===== src/rtl/dmem_arbiter_if.sv =====
// Bus bundle between the two data-memory requesters, the arbiter and the memory.
// slave = arbiter side; master = requesters + memory side.
interface dmem_arbiter_if #(
   parameter int ADDR_W = 64,
   parameter int DATA_W = 64
);
   logic              req0;
   logic              we0;
   logic              lock0;
   logic [ADDR_W-1:0] addr0;
   logic [DATA_W-1:0] wdata0;
   logic [3:0]        size0;
   logic              gnt0;
   logic              rvalid0;
   logic [DATA_W-1:0] rdata0;

   logic              req1;
   logic              we1;
   logic              lock1;
   logic [ADDR_W-1:0] addr1;
   logic [DATA_W-1:0] wdata1;
   logic [3:0]        size1;
   logic              gnt1;
   logic              rvalid1;
   logic [DATA_W-1:0] rdata1;

   logic [ADDR_W-1:0] mem_addr;
   logic              mem_we;
   logic              mem_re;
   logic [DATA_W-1:0] mem_wdata;
   logic [3:0]        mem_size;
   logic [DATA_W-1:0] mem_rdata;

   modport slave (
      input  req0, we0, lock0, addr0, wdata0, size0,
      output gnt0, rvalid0, rdata0,
      input  req1, we1, lock1, addr1, wdata1, size1,
      output gnt1, rvalid1, rdata1,
      output mem_addr, mem_we, mem_re, mem_wdata, mem_size,
      input  mem_rdata
   );

   modport master (
      output req0, we0, lock0, addr0, wdata0, size0,
      input  gnt0, rvalid0, rdata0,
      output req1, we1, lock1, addr1, wdata1, size1,
      input  gnt1, rvalid1, rdata1,
      input  mem_addr, mem_we, mem_re, mem_wdata, mem_size,
      output mem_rdata
   );
endinterface


===== src/rtl/dmem_arbiter.sv =====
// Two-port arbiter for the single-port data memory with locked sequences and lock timeout.
// Define DMEM_ARB_RR_EN for round-robin on contended idle cycles; otherwise port 0 has priority.
//
// state | meaning
// IDLE  | no owner; grant by request / arbitration policy
// OWN0  | port 0 holds a lock; only port 0 may be granted
// OWN1  | port 1 holds a lock; only port 1 may be granted
module dmem_arbiter #(
   parameter int ADDR_W   = 64,
   parameter int DATA_W   = 64,
   parameter int LOCK_MAX = 8
) (
   input  logic           clk,
   input  logic           reset,
   dmem_arbiter_if.slave  bus
);
   localparam int CNT_W = $clog2(LOCK_MAX + 1);
   localparam logic [CNT_W-1:0] CNT_MAX = CNT_W'(LOCK_MAX);
   localparam logic [CNT_W-1:0] CNT_ONE = CNT_W'(1);

   localparam logic [1:0] ST_IDLE = 2'd0;
   localparam logic [1:0] ST_OWN0 = 2'd1;
   localparam logic [1:0] ST_OWN1 = 2'd2;

   logic [1:0]        state_q, state_d;
   logic              rr_ptr_q, rr_ptr_d;
   logic [CNT_W-1:0]  lock_cnt_q, lock_cnt_d;
   logic              force_q, force_d;
   logic              rvalid0_q, rvalid0_d;
   logic              rvalid1_q, rvalid1_d;
   logic [DATA_W-1:0] rdata0_q, rdata0_d;
   logic [DATA_W-1:0] rdata1_q, rdata1_d;

   logic gnt0_c, gnt1_c;
   logic win1, own1, own_req, own_lock;
   logic policy_pick, contend_pick;

`ifdef DMEM_ARB_RR_EN
   assign policy_pick = rr_ptr_q;
`else
   assign policy_pick = 1'b0;
`endif

   // After a forced release the displaced port wins once, whatever the policy.
   assign contend_pick = force_q ? rr_ptr_q : policy_pick;

   always_comb begin
      state_d    = state_q;
      rr_ptr_d   = rr_ptr_q;
      lock_cnt_d = lock_cnt_q;
      force_d    = 1'b0;
      gnt0_c     = 1'b0;
      gnt1_c     = 1'b0;
      win1       = 1'b0;
      own1       = (state_q == ST_OWN1);
      own_req    = own1 ? bus.req1  : bus.req0;
      own_lock   = own1 ? bus.lock1 : bus.lock0;
      case (state_q)
         ST_IDLE: begin
            if (bus.req0 || bus.req1) begin
               win1     = bus.req1 && (!bus.req0 || contend_pick);
               gnt0_c   = ~win1;
               gnt1_c   = win1;
               rr_ptr_d = ~win1;
               if (win1 ? bus.lock1 : bus.lock0) begin
                  if (LOCK_MAX <= 1) begin
                     force_d = 1'b1;
                  end else begin
                     state_d    = win1 ? ST_OWN1 : ST_OWN0;
                     lock_cnt_d = CNT_ONE;
                  end
               end
            end
         end
         ST_OWN0, ST_OWN1: begin
            state_d    = ST_IDLE;
            lock_cnt_d = '0;
            rr_ptr_d   = ~own1;
            if (own_req) begin
               gnt0_c = ~own1;
               gnt1_c = own1;
               if (own_lock) begin
                  if (lock_cnt_q + CNT_ONE >= CNT_MAX) begin
                     force_d = 1'b1;
                  end else begin
                     state_d    = state_q;
                     lock_cnt_d = lock_cnt_q + CNT_ONE;
                  end
               end
            end
         end
         default: begin
            state_d    = ST_IDLE;
            lock_cnt_d = '0;
         end
      endcase
   end

   // Outputs are forced quiet while reset is held; flop inputs use the ungated grant.
   always_comb begin
      bus.mem_addr  = '0;
      bus.mem_wdata = '0;
      bus.mem_size  = '0;
      bus.mem_we    = 1'b0;
      bus.mem_re    = 1'b0;
      if (gnt1_c) begin
         bus.mem_addr  = bus.addr1;
         bus.mem_wdata = bus.wdata1;
         bus.mem_size  = bus.size1;
         bus.mem_we    = reset & bus.we1;
         bus.mem_re    = reset & ~bus.we1;
      end else if (gnt0_c) begin
         bus.mem_addr  = bus.addr0;
         bus.mem_wdata = bus.wdata0;
         bus.mem_size  = bus.size0;
         bus.mem_we    = reset & bus.we0;
         bus.mem_re    = reset & ~bus.we0;
      end
   end

   assign bus.gnt0 = gnt0_c & reset;
   assign bus.gnt1 = gnt1_c & reset;

   always_comb begin
      rvalid0_d = gnt0_c & ~bus.we0;
      rvalid1_d = gnt1_c & ~bus.we1;
      rdata0_d  = rvalid0_d ? bus.mem_rdata : rdata0_q;
      rdata1_d  = rvalid1_d ? bus.mem_rdata : rdata1_q;
   end

   assign bus.rvalid0 = rvalid0_q;
   assign bus.rvalid1 = rvalid1_q;
   assign bus.rdata0  = rdata0_q;
   assign bus.rdata1  = rdata1_q;

   always_ff @(posedge clk or negedge reset) begin
      if (!reset) begin
         state_q    <= ST_IDLE;
         rr_ptr_q   <= 1'b0;
         lock_cnt_q <= '0;
         force_q    <= 1'b0;
         rvalid0_q  <= 1'b0;
         rvalid1_q  <= 1'b0;
         rdata0_q   <= '0;
         rdata1_q   <= '0;
      end else begin
         state_q    <= state_d;
         rr_ptr_q   <= rr_ptr_d;
         lock_cnt_q <= lock_cnt_d;
         force_q    <= force_d;
         rvalid0_q  <= rvalid0_d;
         rvalid1_q  <= rvalid1_d;
         rdata0_q   <= rdata0_d;
         rdata1_q   <= rdata1_d;
      end
   end
endmodule


===== src/flat_wrapper.sv =====
// flat-port wrapper written by rule: the top's interface ports become plain ports
module dmem_arbiter_flat 
#(
   parameter int ADDR_W   = 64,
   parameter int DATA_W   = 64,
   parameter int LOCK_MAX = 8
)
  (clk, reset, bus_req0, bus_we0, bus_lock0, bus_addr0, bus_wdata0, bus_size0, bus_gnt0, bus_rvalid0, bus_rdata0, bus_req1, bus_we1, bus_lock1, bus_addr1, bus_wdata1, bus_size1, bus_gnt1, bus_rvalid1, bus_rdata1, bus_mem_addr, bus_mem_we, bus_mem_re, bus_mem_wdata, bus_mem_size, bus_mem_rdata);
  dmem_arbiter_if #(.ADDR_W(ADDR_W), .DATA_W(DATA_W)) bus_i ();
  input  logic clk;
  input  logic reset;
  input wire logic [$bits(bus_i.req0)-1:0] bus_req0;
  input wire logic [$bits(bus_i.we0)-1:0] bus_we0;
  input wire logic [$bits(bus_i.lock0)-1:0] bus_lock0;
  input wire logic [$bits(bus_i.addr0)-1:0] bus_addr0;
  input wire logic [$bits(bus_i.wdata0)-1:0] bus_wdata0;
  input wire logic [$bits(bus_i.size0)-1:0] bus_size0;
  output wire logic [$bits(bus_i.gnt0)-1:0] bus_gnt0;
  output wire logic [$bits(bus_i.rvalid0)-1:0] bus_rvalid0;
  output wire logic [$bits(bus_i.rdata0)-1:0] bus_rdata0;
  input wire logic [$bits(bus_i.req1)-1:0] bus_req1;
  input wire logic [$bits(bus_i.we1)-1:0] bus_we1;
  input wire logic [$bits(bus_i.lock1)-1:0] bus_lock1;
  input wire logic [$bits(bus_i.addr1)-1:0] bus_addr1;
  input wire logic [$bits(bus_i.wdata1)-1:0] bus_wdata1;
  input wire logic [$bits(bus_i.size1)-1:0] bus_size1;
  output wire logic [$bits(bus_i.gnt1)-1:0] bus_gnt1;
  output wire logic [$bits(bus_i.rvalid1)-1:0] bus_rvalid1;
  output wire logic [$bits(bus_i.rdata1)-1:0] bus_rdata1;
  output wire logic [$bits(bus_i.mem_addr)-1:0] bus_mem_addr;
  output wire logic [$bits(bus_i.mem_we)-1:0] bus_mem_we;
  output wire logic [$bits(bus_i.mem_re)-1:0] bus_mem_re;
  output wire logic [$bits(bus_i.mem_wdata)-1:0] bus_mem_wdata;
  output wire logic [$bits(bus_i.mem_size)-1:0] bus_mem_size;
  input wire logic [$bits(bus_i.mem_rdata)-1:0] bus_mem_rdata;
  assign bus_i.req0 = bus_req0;
  assign bus_i.we0 = bus_we0;
  assign bus_i.lock0 = bus_lock0;
  assign bus_i.addr0 = bus_addr0;
  assign bus_i.wdata0 = bus_wdata0;
  assign bus_i.size0 = bus_size0;
  assign bus_gnt0 = bus_i.gnt0;
  assign bus_rvalid0 = bus_i.rvalid0;
  assign bus_rdata0 = bus_i.rdata0;
  assign bus_i.req1 = bus_req1;
  assign bus_i.we1 = bus_we1;
  assign bus_i.lock1 = bus_lock1;
  assign bus_i.addr1 = bus_addr1;
  assign bus_i.wdata1 = bus_wdata1;
  assign bus_i.size1 = bus_size1;
  assign bus_gnt1 = bus_i.gnt1;
  assign bus_rvalid1 = bus_i.rvalid1;
  assign bus_rdata1 = bus_i.rdata1;
  assign bus_mem_addr = bus_i.mem_addr;
  assign bus_mem_we = bus_i.mem_we;
  assign bus_mem_re = bus_i.mem_re;
  assign bus_mem_wdata = bus_i.mem_wdata;
  assign bus_mem_size = bus_i.mem_size;
  assign bus_i.mem_rdata = bus_mem_rdata;
  dmem_arbiter #(.ADDR_W(ADDR_W), .DATA_W(DATA_W), .LOCK_MAX(LOCK_MAX)) u_core (.clk(clk), .reset(reset), .bus(bus_i));
endmodule

===== config.mk =====
export PLATFORM = sky130hd
export DESIGN_NAME = dmem_arbiter_flat
export DESIGN_NICKNAME = d
export VERILOG_FILES = /design/src/rtl/dmem_arbiter_if.sv /design/src/rtl/dmem_arbiter.sv /design/src/flat_wrapper.sv
export SDC_FILE = /design/constraint.sdc
export NUM_CORES = 1
export LEC_CHECK = 0
export ABC_AREA = 0
export BUFFER_PORTS_ARGS = -buffer_cell sky130_fd_sc_hd__buf_4
export CORE_AREA = 8 8 230 232
export CTS_CLUSTER_DIAMETER = 120
export CTS_CLUSTER_SIZE = 40
export DETAILED_ROUTE_END_ITERATION = 8
export DIE_AREA = 0 0 238 240
export PLACE_DENSITY = 0.47
export SLEW_MARGIN = 20
export SYNTH_ARGS = -nofsm -noshare
export SYNTH_HDL_FRONTEND = slang
export SYNTH_SLANG_ARGS = --single-unit

===== constraint.sdc =====
create_clock -name clk -period 3.15 [get_ports clk]
set_clock_uncertainty 0.1 [all_clocks]
set_input_delay 0.1575 -clock clk [delete_from_list [all_inputs] [get_ports clk]]
set_output_delay 0.1575 -clock clk [all_outputs]
set_load 0.03 [all_outputs]

==> results.json <==
{
  "cts-htree-levels": 4,
  "num_rows": 82,
  "hpwl_um": 39900,
  "synthMuxAreaShare_pct": 21.7,
  "synthArstFlopShare_pct": 100,
  "final.fill_count": 5232,
  "syn-cell-area_um2": 6780,
  "die_area_um2": 57100,
  "tightestPinTransition_ps": 773,
  "drive_gt1_share_pct": 56.5,
  "portBuffers": 601,
  "vias": 7108,
  "dpl_cell_area_um2": 12100,
  "outcome": "finished clean",
  "reg2reg_to": "u_core.bus.rdata1[53]$_DFFE_PN0P_",
  "crit_path_end_kind": "output pin",
  "synth_cell_types": 39,
  "io_pins": 602,
  "clockBufferDepth": 2,
  "clkTransAtPathRegs_ps": 60,
  "setup_viol": 0,
  "ys_ff_latch": 138,
  "synth_enable_flop_cells": 0,
  "crit_type": "register to output pin",
  "synth_warnings": 0,
  "grt_pass1_wl_um": 64100,
  "wirelength_um": 47900,
  "synth_compound_area_share_pct": 19.5,
  "maxCapViolCount": 0,
  "gr-total-overflow": 0,
  "rrSetupSlack_ps": 520,
  "synth_top_family_by_area": "multiplexers",
  "ir_drop_v": 0.000423,
  "final_common_cell": "buf_4",
  "gp_congestion": 0.996,
  "relSlewSlack_pct": 48.4,
  "core-area_um2": 49500,
  "rr_startpoint": "u_core.state_q[0]$_DFFE_PN0P_",
  "synthAdderAreaFrac_pct": 0.738,
  "cp.required_ps": 2890,
  "fmax_mhz": 333,
  "cts_root_buf": "clkbuf_16",
  "die_w_um": 238,
  "fp.dieH_um": 240,
  "p_total_mw": 15.3,
  "crit_end": "bus_mem_addr[25]",
  "crit_arrival_ps": 2750,
  "clock_sinks": 138,
  "cts_tree": "yes",
  "final-hold-violation-count": 0,
  "synthCells": 502,
  "ant_nets": 0,
  "synthesis.nets": 842,
  "antenna_found_initial": 8,
  "firstDrtPassIters": 5,
  "dp_slack_ps": 320,
  "fin_crit_ps": 3010,
  "holdWs_ps": 112,
  "hold_class": "input pin to register",
  "synthFlopType": "dfrtp_1",
  "yosys.area_share.simple_pct": 2.69,
  "startpoint": "u_core.state_q[0]$_DFFE_PN0P_",
  "initial_core_util_pct": 13.7,
  "instances_no_fill": 1855,
  "r2r_cells": 8,
  "p_leak_nw": 6.52,
  "cp-start-kind": "register",
  "drt_iter0_markers": 238,
  "avgViaCountPerCell": 3.83,
  "finalWorstSetupSlack_ps": 144,
  "ys_seq_area_share_pct": 50.9,
  "fin_util_pct": 27.1,
  "fin_crit_sh_pct": 95.4,
  "grtUsageTotal_pct": 15.8,
  "final_area_um2": 13400,
  "drc": 0,
  "cp_max_fo": 45,
  "grt_max_degree": 63,
  "slew_violations": 0,
  "synth_xor_xnor_area_share_pct": 0.129,
  "grt_pass1_vias": 8102,
  "syn_area_per_cell_um2": 13.5,
  "powerDensity_nw_per_um2": 1140,
  "worstSkewPairLatency_ps": 410,
  "dp.cells": 1748,
  "tns_ps": 0,
  "syn_to_final_growth_pct": 97.7,
  "final_cell_mix": "buf_4, dfrtp_1, a22o_1, mux2_1, dlygate4sd3_1",
  "wl_per_cell_um": 25.8,
  "final_nets": 1504,
  "numCtsBuffers": 17
}
[area by class of cell]
| class | instances | area (um2) | area share, % |
|---|---|---|---|
| clock inverters | 14 | 131 | 0.980 |
| repair buffers | 687 | 5450 | 40.6 |
| clock buffers | 18 | 439 | 3.27 |
| flip-flops and latches | 138 | 3450 | 25.8 |
| inverters | 5 | 18.8 | 0.140 |
| diodes | 6 | 15.0 | 0.112 |
| well taps | 672 | 841 | 6.27 |
| multi-input cells | 315 | 3060 | 22.8 |
[critical path, stage by stage (launching register included)]
cell       delay [ps]
dfrtp_1           360
inv_1              90
ha_1              280
nor2b_4           210
a221oi_4          110
nor4_4            300
clkbuf_16         270
buf_12            220
a22o_1            260
buf_4             200
[power breakdown]
| group | switching [mW] | total [mW] | internal (mW) | leakage, nW |
|---|---|---|---|---|
| logic | 6.38 | 10.3 | 3.89 | 4.59 |
| clock network | 0.856 | 1.92 | 1.06 | 0.276 |
| registers | 0.456 | 3.11 | 2.65 | 1.65 |
[flip-flops by register name (all words and copies together), names as in the netlist]
signal and flops:
u_core.bus.rdata0 64, u_core.bus.rdata1 64, u_core.bus.rvalid0 1, u_core.bus.rvalid1 1
u_core.force_q 1, u_core.lock_cnt_q 4, u_core.rr_ptr_q 1, u_core.state_q 2
[cells in the mapped netlist, types with 2 or more instances]
cell	number	share of area, %
nand2_1	7	0.39
nor2b_1	5	0.46
buf_1	5	0.28
dfrtp_1	138	51
ha_1	4	0.74
nor2_1	3	0.17
buf_2	8	0.59
nor3_1	2	0.15
and2_1	3	0.28
inv_1	5	0.28
a32o_1	2	0.30
buf_4	10	1.1
a22o_1	133	17
clkbuf_1	13	0.72
mux2_1	129	21
and3_1	2	0.18
buf_6	8	1.3
a21oi_1	4	0.30
[how the worst min path moves through the flow]
stage | end | depth (start not counted) | startpoint | slack, ps
floorplan | u_core.bus.rdata0[0]$_DFFE_PN0P_ | 0 | reset | -240
global placement | u_core.bus.rvalid0$_DFF_PN0_ | 1 | reset | 20
detailed placement | u_core.bus.rvalid0$_DFF_PN0_ | 1 | reset | 30
CTS | u_core.state_q[1]$_DFFE_PN0P_ | 4 | bus_req1 | 100
global route | u_core.bus.rvalid1$_DFF_PN0_ | 2 | bus_we1 | 110
finish | u_core.bus.rvalid1$_DFF_PN0_ | 2 | bus_we1 | 110
[kinds of logic (layout without fill, tap and decap cells)]
kind of cell | after synthesis | after routing
multiplexers | 131 | 131
adder cells (fa/ha/maj) | 4 | 4
buffers and inverters | 49 | 724
flip-flops | 138 | 138
AND/OR/NAND/NOR | 29 | 29
XOR/XNOR | 1 | 1
other | 0 | 6
AO/OA/AOI/OAI | 150 | 150
[routing by layer]
metal	vias to the layer above	track usage [%]	part of all wire [%]
li1	3267	-	-
met3	19	4.39	6.6
met2	328	29.7	55
met5	-	0	0.027
met1	3492	17.1	37
met4	2	4.39	1.1
[what timing repair did]
action                                  4_1_cts  5_1_grt
setup buffers                                 1        1
gates cloned                                  1        1
hold endpoints to repair                    161        0
endpoints found under the setup margin       31       28
resized for setup                             1        3
pin swaps                                     1        1
hold buffers                                 65        0
Power figures use the tool's default switching activity.
